[src/rtl/sq_pkg.sv]
// Shared widths, FSM encoding and the reference square used by the frame accumulator.
package sq_pkg;
    localparam int A_W    = 8;
    localparam int Y_W    = 16;
    localparam int GPP_W  = 56;
    localparam int GSUM_W = 128;
    localparam int GARB_W = 184;

    typedef enum logic [1:0] {
        ACCUM = 2'd0,
        FLUSH = 2'd1,
        HOLD  = 2'd2
    } state_t;

    function automatic logic [Y_W-1:0] square(input logic [A_W-1:0] a);
        return Y_W'(a) * Y_W'(a);
    endfunction
endpackage

[src/rtl/garbage_popcount.sv]
// Combinational population count of the 184-bit garbage bus, built as byte chunks then summed.
module garbage_popcount
    import sq_pkg::*;
(
    input  logic [GARB_W-1:0] bits,
    output logic [7:0]        count
);
    localparam int CHUNKS = GARB_W / 8;

    logic [3:0] chunk_cnt [CHUNKS];

    genvar gi;
    generate
        for (gi = 0; gi < CHUNKS; gi++) begin : g_chunk
            assign chunk_cnt[gi] = 4'($countones(bits[gi*8 +: 8]));
        end
    endgenerate

    always_comb begin
        count = '0;
        for (int i = 0; i < CHUNKS; i++) begin
            count = count + 8'(chunk_cnt[i]);
        end
    end
endmodule

[src/rtl/squarer_frame_accum.sv]
// Frame statistics over squarer results: sum of Y, mismatch count, garbage-ones total and maximum.
module squarer_frame_accum
    import sq_pkg::*;
#(
    parameter int FRAME_LEN = 16,
    parameter int ACC_W     = 32
) (
    input  logic              clk,
    input  logic              rst,
    input  logic              in_valid,
    output logic              in_ready,
    input  logic [A_W-1:0]    in_a,
    input  logic [Y_W-1:0]    in_y,
    input  logic [GPP_W-1:0]  in_gpp,
    input  logic [GSUM_W-1:0] in_gsum,
    output logic              out_valid,
    input  logic              out_ready,
    output logic [ACC_W-1:0]  out_sum,
    output logic [15:0]       out_err_cnt,
    output logic [23:0]       out_ones_total,
    output logic [7:0]        out_ones_max
);
    localparam logic [15:0] LAST_IDX = 16'(FRAME_LEN - 1);

    state_t           state_reg;
    logic [Y_W-1:0]   s1_y_reg;
    logic             s1_err_reg;
    logic [7:0]       s1_ones_reg;
    logic             s1_vld_reg;
    logic [ACC_W-1:0] sum_reg;
    logic [15:0]      err_cnt_reg;
    logic [23:0]      ones_total_reg;
    logic [7:0]       ones_max_reg;
    logic [15:0]      idx_reg;

    logic [7:0]  ones;
    logic        accept;
    logic [15:0] accepted_cnt;

    garbage_popcount u_popcount (
        .bits  ({in_gsum, in_gpp}),
        .count (ones)
    );

    assign in_ready = (state_reg == ACCUM) && !rst;
    assign accept   = in_valid && in_ready;
    // idx lags accepts by one cycle, so include the sample still sitting in S1.
    assign accepted_cnt = idx_reg + 16'(s1_vld_reg);

    always_ff @(posedge clk) begin
        if (rst) begin
            state_reg      <= ACCUM;
            s1_y_reg       <= '0;
            s1_err_reg     <= 1'b0;
            s1_ones_reg    <= '0;
            s1_vld_reg     <= 1'b0;
            sum_reg        <= '0;
            err_cnt_reg    <= '0;
            ones_total_reg <= '0;
            ones_max_reg   <= '0;
            idx_reg        <= '0;
        end else begin
            s1_vld_reg <= accept;
            if (accept) begin
                s1_y_reg    <= in_y;
                s1_err_reg  <= (in_y != square(in_a));
                s1_ones_reg <= ones;
            end

            if (s1_vld_reg) begin
                sum_reg        <= sum_reg + {{(ACC_W-Y_W){1'b0}}, s1_y_reg};
                err_cnt_reg    <= err_cnt_reg + 16'(s1_err_reg);
                ones_total_reg <= ones_total_reg + 24'(s1_ones_reg);
                idx_reg        <= idx_reg + 16'd1;
                if (s1_ones_reg > ones_max_reg) begin
                    ones_max_reg <= s1_ones_reg;
                end
            end

            case (state_reg)
                ACCUM: begin
                    if (accept && accepted_cnt == LAST_IDX) begin
                        state_reg <= FLUSH;
                    end
                end
                FLUSH: state_reg <= HOLD;
                HOLD: begin
                    // S1 is empty in HOLD, so clearing here cannot drop a sample.
                    if (out_ready) begin
                        sum_reg        <= '0;
                        err_cnt_reg    <= '0;
                        ones_total_reg <= '0;
                        ones_max_reg   <= '0;
                        idx_reg        <= '0;
                        state_reg      <= ACCUM;
                    end
                end
                default: state_reg <= ACCUM;
            endcase
        end
    end

    assign out_valid      = (state_reg == HOLD);
    assign out_sum        = sum_reg;
    assign out_err_cnt    = err_cnt_reg;
    assign out_ones_total = ones_total_reg;
    assign out_ones_max   = ones_max_reg;
endmodule
[config.mk]
export PLATFORM = sky130hd
export DESIGN_NAME = squarer_frame_accum
export DESIGN_NICKNAME = d
export VERILOG_FILES = /design/src/rtl/sq_pkg.sv /design/src/rtl/garbage_popcount.sv /design/src/rtl/squarer_frame_accum.sv
export SDC_FILE = /design/constraint.sdc
export NUM_CORES = 1
export LEC_CHECK = 0
export BUFFER_PORTS_ARGS = -buffer_cell sky130_fd_sc_hd__buf_2
export CORE_ASPECT_RATIO = 0.8
export CORE_MARGIN = 3
export CORE_UTILIZATION = 25
export CTS_CLUSTER_SIZE = 10
export DETAILED_ROUTE_END_ITERATION = 8
export SYNTH_ARGS = -nofsm -noshare
export SYNTH_HDL_FRONTEND = slang
export SYNTH_SLANG_ARGS = --single-unit
[constraint.sdc]
create_clock -name clk -period 8.3 [get_ports clk]
set_input_delay 1.245 -clock clk [delete_from_list [all_inputs] [get_ports clk]]
set_output_delay 1.245 -clock clk [all_outputs]
set_load 0.05 [all_outputs]
* After elaboration in Yosys (flattened, before gate mapping)
Index checks and enable logic that the tools add are counted.
** Word-level totals
- Memory bits (writable) :: 0
- Memory bits (read-only) :: 0
- Register bits after elaboration :: 124
- Bits in latches :: 0
- Bits of input ports :: 212
- Memories kept :: 0
- Word-level logic and storage cells :: 231
- Output and inout bits :: 82
** Operators by class
- Multiply operators :: 1
- Muxes and demuxes :: 19
- Reduce and logical (&&, ||, !) cells :: 6
- Add/sub/neg operators :: 188
- Equality and inequality tests :: 6
- Div/mod/pow operators :: 0
- Bitwise operators :: 0
- Shift-type cells :: 0
- Magnitude comparators :: 1
** Operators with widths (count)
- 4-bit adder :: 69
- 1-bit by 1-bit adder with 2-bit output :: 92
- 8-bit by 4-bit adder with 8-bit output :: 21
- 16-bit two-way mux :: 6
- 32-bit two-way mux :: 3
- 24-bit two-way mux :: 3
- 16-bit by 1-bit adder with 16-bit output :: 2
- 32-bit by 16-bit adder with 32-bit output :: 1
- 8-bit two-way mux :: 4
- 24-bit by 8-bit adder with 24-bit output :: 1
- 16-bit by 1-bit adder with 16-bit output, second input constant :: 1
- 16-bit by 4-bit == test with 1-bit output, second input constant :: 1
- 8-bit by 8-bit multiplier with 16-bit output :: 1
- 16-bit inequality test :: 1
- 8-bit greater-than comparator :: 1
- 2-bit one-hot mux with 3 select lines :: 1
- 4-bit by 4-bit adder with 5-bit output :: 1
- 2-bit two-way mux :: 2
- 2-bit by 1-bit inequality test with 1-bit output, second input constant :: 2
- 1-bit logical AND :: 3
- 2-bit by 1-bit == test with 1-bit output, second input constant :: 1
- 2-bit == test, second input constant :: 1
- 2-bit logical NOT :: 1
- 2-bit AND reduction :: 1
- 1-bit logical NOT :: 1

* Depth between registers and ports, before layout
Gate-level depths: netlist of the first run.
- Depth after elaboration :: 25
- Gate-level depth with buffers :: 28

* Modules after synthesis
Synthesis of the first run repeated with hierarchy kept, for this count alone.
** Unflattened totals
- Cell total of the unflattened synthesis :: 1475
- Area, all modules :: 13336.5 um^2
** By module, submodules not included
- squarer_frame_accum :: cells each 975, times used 1, area an instance 8136.6 um^2, seq. area each 2482.4 um^2
- garbage_popcount :: cells each 500, times used 1, area an instance 5200.0 um^2, seq. area each 0.0 um^2

* Least setup slack after synthesis of the first run
OpenSTA, ideal clock, no wires.
- Path type :: input -> register
- Start point :: input in_gpp[0]
- End point :: register s1_ones_reg[7]
- Stages :: 28
- Library setup time :: 0.130 ns
- Path slack :: -0.489 ns
- Buffers on the path :: 0
- Data required time :: 8.170 ns
- Data arrival time :: 8.659 ns
- Cell sequence :: ha_1 -> fa_1 -> inv_1 -> fa_1 -> inv_1 -> ha_1 -> fa_1 -> ha_1 -> a21oi_1 -> xnor2_1 -> fa_1 -> inv_1 -> fa_1 -> fa_1 -> fa_1 -> fa_1 -> inv_1 -> fa_1 -> inv_1 -> fa_1 -> inv_1 -> ha_1 -> a21oi_1 -> o21bai_1 -> a21o_1 -> a21oi_1 -> xnor2_1 -> o21ai_0
** Between the ends
- Cells in the longest elaborated chain, start to end :: 25
** RTL lines
- start: declaration :: line squarer_frame_accum.sv:14 : input logic [GPP_W-1:0] in_gpp,
- 1-bit by 1-bit adder with 2-bit output :: line garbage_popcount.sv:15 : assign chunk_cnt[gi] = 4'($countones(bits[gi*8 +: 8]));
- 4-bit adder (2 in a row) :: line garbage_popcount.sv:15
- 4-bit by 4-bit adder with 5-bit output :: line garbage_popcount.sv:22 : count = count + 8'(chunk_cnt[i]);
- 8-bit by 4-bit adder with 8-bit output (21 in a row) :: line garbage_popcount.sv:22
- end signal: assignment :: line squarer_frame_accum.sv:67 : s1_ones_reg <= ones;
- end: declaration :: line squarer_frame_accum.sv:28 : logic [7:0] s1_ones_reg;
Every way passes these cells.
A chain may end at the register's enable or synchronous reset.

* Final worst setup path of the first run
- Start point :: input in_gpp[5]
- End point :: register s1_ones_reg[7]
Same word-level chain as after synthesis.

==> impl_metrics.toml, run 1 <==
[run_status]
status = "finished, final reports clean"

[worst_setup_path]
worstSetupPathType = "input port to flop"
crit_arrival_ps = 8440
cp_max_fo = 3
required_ps = 8590
crit_path_end_kind = "flop"
cpMaxStageDelayCell = "fa_2"
cpPeakStageDelay_ps = 550
start_kind = "input port"
path_common_cell = "fa_1"

[sta]
finalClockSkew_ps = 17.2
rsz0062_at_grt = "yes"
setup_tns_ps = 0
finalHoldViolations = 0
max_freq_ghz = 0.123
fin_crit_sh = 0.982
finalSetupViolations = 0
slew_headroom = 0.404
min_period_ps = 8150
worst_pin_slew_ps = 893
layout_setup_ws_ps = 151
slew_violations = 0

[hold_path]
hold_class = "flop to flop"

[global_route]
grt_pass1_wl_microns = 60300
antenna_found_initial = 3
grt.overflow.total = 0
grt_max_degree = 70
grt_use_total = 0.125
grt_pass1_vias = 11600

[routing]
drc_errors = 0
drt_first_pass_iters = 5
wire_per_inst_microns = 14.9
post_drt_via_cell_ratio = 4.41
vias = 11200
ant_nets = 0
first_iter_violations = 654
totalWireLength_microns = 37800

[synthesis]
netlist_area_sq_mm = 0.0144
synth_compound_area_frac = 0.0862
yosysTopAreaCell = "fa_1"
synthAdderAreaFrac = 0.469
syn_inst = 1485
synthMuxAreaShare = 0.0198
ys_seq_elements = 124
synthFlopType = "dfxtp_1"
async_flop_share = 0
synth_edf_count = 0
synth_top_family_by_area = "adder cells"
syn_area_per_cell_sq_um = 9.67
synthTopCellsByArea = "fa_1, ha_1, dfxtp_1"
synthSimpleGateAreaFrac = 0.117
syn-num-nets = 2116
yosysSeqAreaShare = 0.173
synth_xor_area_frac = 0.0634
yosysWarnings = 0
synth_cell_types = 60
synth_top_cell_area_share = 0.277

[clock_network]
cts_max_path_buffers = 2
htree_levels = 4
cts_tree = "built"
clk_latency_ps = 430
clk_pin_slew_ps = 60
cts_buffers = 17
cts-root-buf = "clkbuf_16"
cts_hold_buf = 0
cts_sinks = 124

[finish]
final_area_sq_mm = 0.0174
syn_to_final_growth_pct = 21.4
layout-drive-gt1-share = 0.212
final_cells = 2538
fin_nets = 2406
largest_reg_flops = 32

[placed_design]
post-place-ws_ps = -432
io_buffers = 293
hpwl_microns = 32800
gp_congestion = 0.831
dpl_cell_area_sq_mm = 0.0168
placed_cells = 2505

[die]
rows = 77
die_x_microns = 274
die_y_microns = 220
fp.dieArea_sq_mm = 0.0604
core_area_sq_mm = 0.0561
io_pins = 294
start_util = 0.256

[flow_run]
drv_cap = 0
placed cells by master (no fill, tap or decap), types with 24 or more instances in the layout:
master	instances
nor2_1	96
xor2_1	54
xnor2_1	48
ha_1	210
mux2i_1	25
inv_1	232
nand3_1	34
buf_2	291
o21ai_0	43
and2_1	24
a21oi_1	37
fa_1	195
dfxtp_1	123
nand2_1	100
worst max-delay path: cells and delay by family:
kind	cells	cell delay (ps)
adders and majority gates	14	5790
AOI/OAI and AO/OA	6	660
buffers and inverters	7	420
xor gates and xnor gates	2	310
synth_stat cells (all sizes together) (21+ instances only):
cell type,count
and2,25
nand3,34
inv,241
o21ai,59
ha,220
nand2,101
a21o,23
xnor2,49
dfxtp,124
clkbuf,27
a21oi,42
fa,199
mux2i,25
nor2,96
nand4,21
xor2,55
stage by stage:
stage | util | hold slack (ps)
finish | 0.311 | 471
floorplan | - | 440
CTS | 0.309 | 477
global placement | 0.299 | 459
global route | 0.311 | 493
detailed placement | 0.299 | 458
per-layer routing:
metal | wire length [microns] | global-route usage
met1 | 17500 | 0.171
met2 | 18000 | 0.205
met3 | 1880 | 0.0276
met4 | 468 | 0.0239
met5 | 0 | 0
final timing paths:
check | slack, ps | start | end | depth (start not counted)
worst max-delay path | 150 | in_gpp[5] | s1_ones_reg[7]$_SDFFE_PP0P_ | 29
worst max register to register | 5210 | state_reg[0]$_SDFFE_PP0P_ | s1_err_reg$_SDFFE_PP0P_ | 8
worst min-delay path | 470 | s1_y_reg[8]$_SDFFE_PP0P_ | s1_y_reg[8]$_SDFFE_PP0P_ | 2
worst min register to register | 470 | s1_y_reg[8]$_SDFFE_PP0P_ | s1_y_reg[8]$_SDFFE_PP0P_ | 2
cell families (layout without fill, tap and decap cells):
family          Yosys count  in the layout
simple gates            343            343
mux                      28             28
compound gates          193            193
other cells               0              1
buf+inv                 274            576
xor+xnor                104            104
flops                   124            124
fa+ha+maj               419            419
layout make-up:
type	count	area (sq um)
fillers	5883	38600
multi-input cells	1087	11000
flip-flops and latches	124	2480
repair buffers	303	1550
well taps	750	938
inverters	242	908
clock buffers	19	453
clock inverters	12	118
diodes	1	2.50
repair_timing:
action | 4_1_cts | 5_1_grt
setup buffers | 0 | 1
endpoints found under the setup margin | 0 | 4
resized for setup | 0 | 20
Power of run 1 is left out: the tool's default activity adds up to more than one toggle a clock period on the data nets, which glitch-free logic cannot reach.
==> inputs of run 2 (changes only) <==
- clock period: 8.3 -> 9 ns (I/O delays scaled with it)
==> run 2 against run 1 <==
  * Via count down 1.2%
  * Sequential share of layout area up 0.096 points
  * Global-route usage down 0.71 points
  * Register-to-register slack better by 690 ps
  * Hold slack worse by 4.0 ps
  * Clock skew down 6.8 ps
  * Setup slack better by 230 ps
  * Largest cell class unchanged
  * Critical path depth down 2
  * Non-clock buffer count down 1
  * Final cell count about the same
  * Die area unchanged
  * Highest routed layer unchanged
==> impl_metrics.toml, run 2 (synthesis gave the netlist of run 1 again) <==
[worst_setup_path]
required_ps = 9290
crit_arrival_ps = 8910
cpPeakStageDelay_ps = 540
cpMaxStageDelayCell = "fa_1"
worstSetupPathType = "input port to flop"
path_common_cell = "fa_1"
cp_max_fo = 3
critical_path.top_delay_family = "adder cells"
crit_buf_inv = 6
start_kind = "input port"
crit_path_end_kind = "flop"

[routing]
ant_nets = 0
post_drt_via_cell_ratio = 4.36
drc_errors = 0
totalWireLength_microns = 35600
drt_first_pass_iters = 5
wire_per_inst_microns = 14.0
vias = 11100
first_iter_violations = 362

[finish]
fin_nets = 2405
final_common_cell = "buf_2"
final_cell_mix = "buf_2, inv_1, ha_1"
final_area_sq_mm = 0.0173
largest_reg_flops = 32
layout-drive-gt1-share = 0.198
syn_to_final_growth_pct = 20.6
diodes = 0

[die]
fp.dieArea_sq_mm = 0.0604
io_pins = 294
rows = 77
core_area_sq_mm = 0.0561
start_util = 0.256
die_x_microns = 274
die_y_microns = 220

[clock_network]
htree_levels = 4
cts_tree = "built"
cts_buffers = 17
cts-root-buf = "clkbuf_16"
clk_latency_ps = 420
clk_pin_slew_ps = 60
cts_max_path_buffers = 2
cts_hold_buf = 0
cts_sinks = 124

[placed_design]
gp_congestion = 0.837
io_buffers = 293
hpwl_microns = 31100
dpl_cell_area_sq_mm = 0.0167

[global_route]
antenna_found_initial = 2
grt_max_degree = 67
grt.overflow.total = 0
grt_use_total = 0.118
grt_pass1_wl_microns = 57600
grt_pass1_vias = 11600

[run_status]
status = "finished, final reports clean"

[hold_path]
hold_class = "flop to flop"

[sta]
slew_headroom = 0.527
finalSetupViolations = 0
max_freq_ghz = 0.116
fin_crit_sh = 0.958
min_period_ps = 8620
worst_pin_slew_ps = 710
finalClockSkew_ps = 10.4
slew_violations = 0
finalHoldViolations = 0

[flow_run]
drv_cap = 0
run 2: cell count changes in the layout (fill, tap and decap cells not counted), moves of 3 or more:
cell | previous run | this run
ha_4 | 7 | 1
ha_1 | 210 | 218
inv_2 | 9 | 1
inv_1 | 232 | 240
fa_2 | 4 | 1
fa_1 | 195 | 198
clkbuf_1 | 0 | 5
clkinv_4 | 5 | 1
run 2: per-stage QoR:
step | hold slack, ps | std cells | worst slack [ps] | TNS (ps) | utilization
after floorplan | 440 | 1485 | 106 | 0 | -
final | 467 | 2536 | 379 | 0 | 0.309
after global placement | 456 | 2505 | -276 | -617 | 0.298
after detailed placement | 461 | 2505 | -392 | -1040 | 0.298
after CTS | 469 | 2536 | 58.4 | 0 | 0.308
after global routing | 496 | 2536 | -6.85 | -6.85 | 0.309
run 2: path summary, 6_finish.rpt:
check,startpoint,endpoint,slack (ps),cells after the start
worst max-delay path,in_gpp[0],s1_ones_reg[7]$_SDFFE_PP0P_,380,27
worst min-delay path,s1_y_reg[0]$_SDFFE_PP0P_,s1_y_reg[0]$_SDFFE_PP0P_,470,2
worst max register to register,state_reg[0]$_SDFFE_PP0P_,s1_err_reg$_SDFFE_PP0P_,5900,8
worst min register to register,s1_y_reg[0]$_SDFFE_PP0P_,s1_y_reg[0]$_SDFFE_PP0P_,470,2
run 2: repair_timing:
action | 4_1_cts | 5_1_grt
resized for setup | 0 | 13
setup endpoints to repair | 0 | 4
setup buffers | 0 | 0
run 2: final cells by class:
cell class,count,area (sq um)
Fill cell,5866,38700
Sequential cell,124,2480
Multi-Input combinational cell,1087,10900
Clock buffer,24,472
Clock inverter,7,66.3
Timing Repair Buffer,302,1530
Inverter,242,908
Tap cell,750,938
run 2: metal layers:
metal / track usage / vias up / routed length [microns]
li1: - / 5452 / -
met3: 0.0222 / 29 / 1590
met2: 0.206 / 189 / 17500
met4: 0.0228 / 0 / 418
met1: 0.154 / 5386 / 16100
met5: 0 / - / 0
run 2: worst min-delay path, stage by stage, from the launching register on:
cell and delay (ps):
dfxtp_1 310, nand2_1 50, o21ai_0 60
Power of run 2 is left out for the same reason.
==> inputs of run 3 (changes only) <==
- clock period: 9 -> 10.95 ns (I/O delays scaled with it)
==> run 3 against run 2 <==
  * Hold slack gained 1.6 ps
  * Sequential share of layout area grew 0.081 points
  * Register-to-register slack gained 1900 ps
  * Non-clock buffer count shrank 5
  * Global-route usage shrank 0.083 points
  * Critical endpoint unchanged
==> impl_metrics.toml, run 3 (synthesis gave the netlist of run 1 again) <==
[finish]
largest_reg_flops = 32
layout-drive-gt1-share = 0.192
final_cell_mix = "buf_2, inv_1, ha_1"
syn_to_final_growth_pct = 20.0
final_common_cell = "buf_2"
diodes = 0
fin_nets = 2400

[flow_run]
drv_cap = 0

[worst_setup_path]
endpoint = "s1_ones_reg[7]$_SDFFE_PP0P_"
start_kind = "input port"
rr_endpoint = "s1_err_reg$_SDFFE_PP0P_"
r2r_start = "state_reg[0]$_SDFFE_PP0P_"
required_ps = 11240
cpPeakStageDelay_ps = 550
r2r_slack_ps = 7820
worstSetupPathType = "input port to flop"
crit_path_end_kind = "flop"
cpMaxStageDelayCell = "fa_1"
crit_start = "in_gpp[0]"
cp_max_fo = 3
path_common_cell = "fa_1"
crit_arrival_ps = 9490
ff2ff_path_depth = 8

[die]
die_x_microns = 274
core_area_sq_mm = 0.0561
io_pins = 294
fp.dieArea_sq_mm = 0.0604
rows = 77
start_util = 0.256
die_y_microns = 220

[routing]
first_iter_violations = 320
wire_per_inst_microns = 14.0
totalWireLength_microns = 35500
vias = 11100
drt_first_pass_iters = 5
post_drt_via_cell_ratio = 4.37
ant_nets = 0
drc_errors = 0

[sta]
fin_crit_sh = 0.840
finalSetupViolations = 0
slew_violations = 0
finalClockSkew_ps = 9.05
min_period_ps = 9200
slew_headroom = 0.521
worst_pin_slew_ps = 718
setup_tns_ps = 0
finalHoldViolations = 0
rsz0062_at_grt = "no"
max_freq_ghz = 0.109

[global_route]
grt_max_degree = 67
grt.overflow.total = 0
antenna_found_initial = 2
grt_use_total = 0.117
grt_pass1_wl_microns = 57300
grt_pass1_vias = 11500

[placed_design]
gp_congestion = 0.843
io_buffers = 293
hpwl_microns = 31100

[clock_network]
clk_latency_ps = 430
clk_pin_slew_ps = 60
cts_buffers = 17
cts_sinks = 124
cts_hold_buf = 0
cts_setup_buffers = 0
cts-root-buf = "clkbuf_16"
ctsResizeCount = 0
htree_levels = 4
cts_max_path_buffers = 2
cts_tree = "built"

[run_status]
status = "finished, final reports clean"

[hold_path]
hold_class = "flop to flop"
-- run 3: per-layer routing --
layer,global-route usage,up-vias,part of all wire
li1,-,5442,-
met1,0.152,5406,0.45
met2,0.206,200,0.50
met3,0.0239,17,0.043
met4,0.0168,0,0.0056
met5,0,-,0
-- run 3: critical path, delay by kind of cell --
| kind | cells | cell delay (ps) |
|---|---|---|
| XOR/XNOR | 2 | 260 |
| adder cells (fa/ha/maj) | 14 | 6290 |
| AO/OA/AOI/OAI | 6 | 890 |
| buffers and inverters | 7 | 420 |
-- run 3: final cells by class --
type	count	area, sq um
fill	5847	38800
multi-input combinational	1087	10900
sequential	124	2480
timing repair buffer	297	1500
tap	750	938
inverter	242	908
clock buffer	19	433
clock inverter	13	119
-- run 3: per-stage QoR --
stage | util | hold slack, ps | std cells | setup WS (ps) | cell area [sq um]
2_1_floorplan | - | 440 | 1485 | 1760 | 14400
3_3_place_gp | 0.297 | 455 | 2500 | 1350 | 16700
3_5_place_dp | 0.297 | 462 | 2500 | 1240 | 16700
4_1_cts | 0.307 | 471 | 2532 | 1690 | 17200
5_1_grt | 0.307 | 495 | 2532 | 1340 | 17200
6_report | 0.307 | 469 | 2532 | 1750 | 17200
-- run 3: how the worst min path moves through the flow --
| stage | slack, ps | depth (start not counted) | from | endpoint |
|---|---|---|---|---|
| after detailed placement | 460 | 2 | s1_y_reg[0]$_SDFFE_PP0P_ | s1_y_reg[0]$_SDFFE_PP0P_ |
| final | 470 | 2 | s1_y_reg[0]$_SDFFE_PP0P_ | s1_y_reg[0]$_SDFFE_PP0P_ |
| after CTS | 470 | 2 | s1_y_reg[0]$_SDFFE_PP0P_ | s1_y_reg[0]$_SDFFE_PP0P_ |
| after global placement | 450 | 2 | out_sum[31]$_SDFF_PP0_ | out_sum[31]$_SDFF_PP0_ |
| after floorplan | 440 | 2 | s1_y_reg[0]$_SDFFE_PP0P_ | s1_y_reg[0]$_SDFFE_PP0P_ |
| after global routing | 500 | 2 | out_sum[31]$_SDFF_PP0_ | out_sum[31]$_SDFF_PP0_ |
Power of run 3 is left out for the same reason.
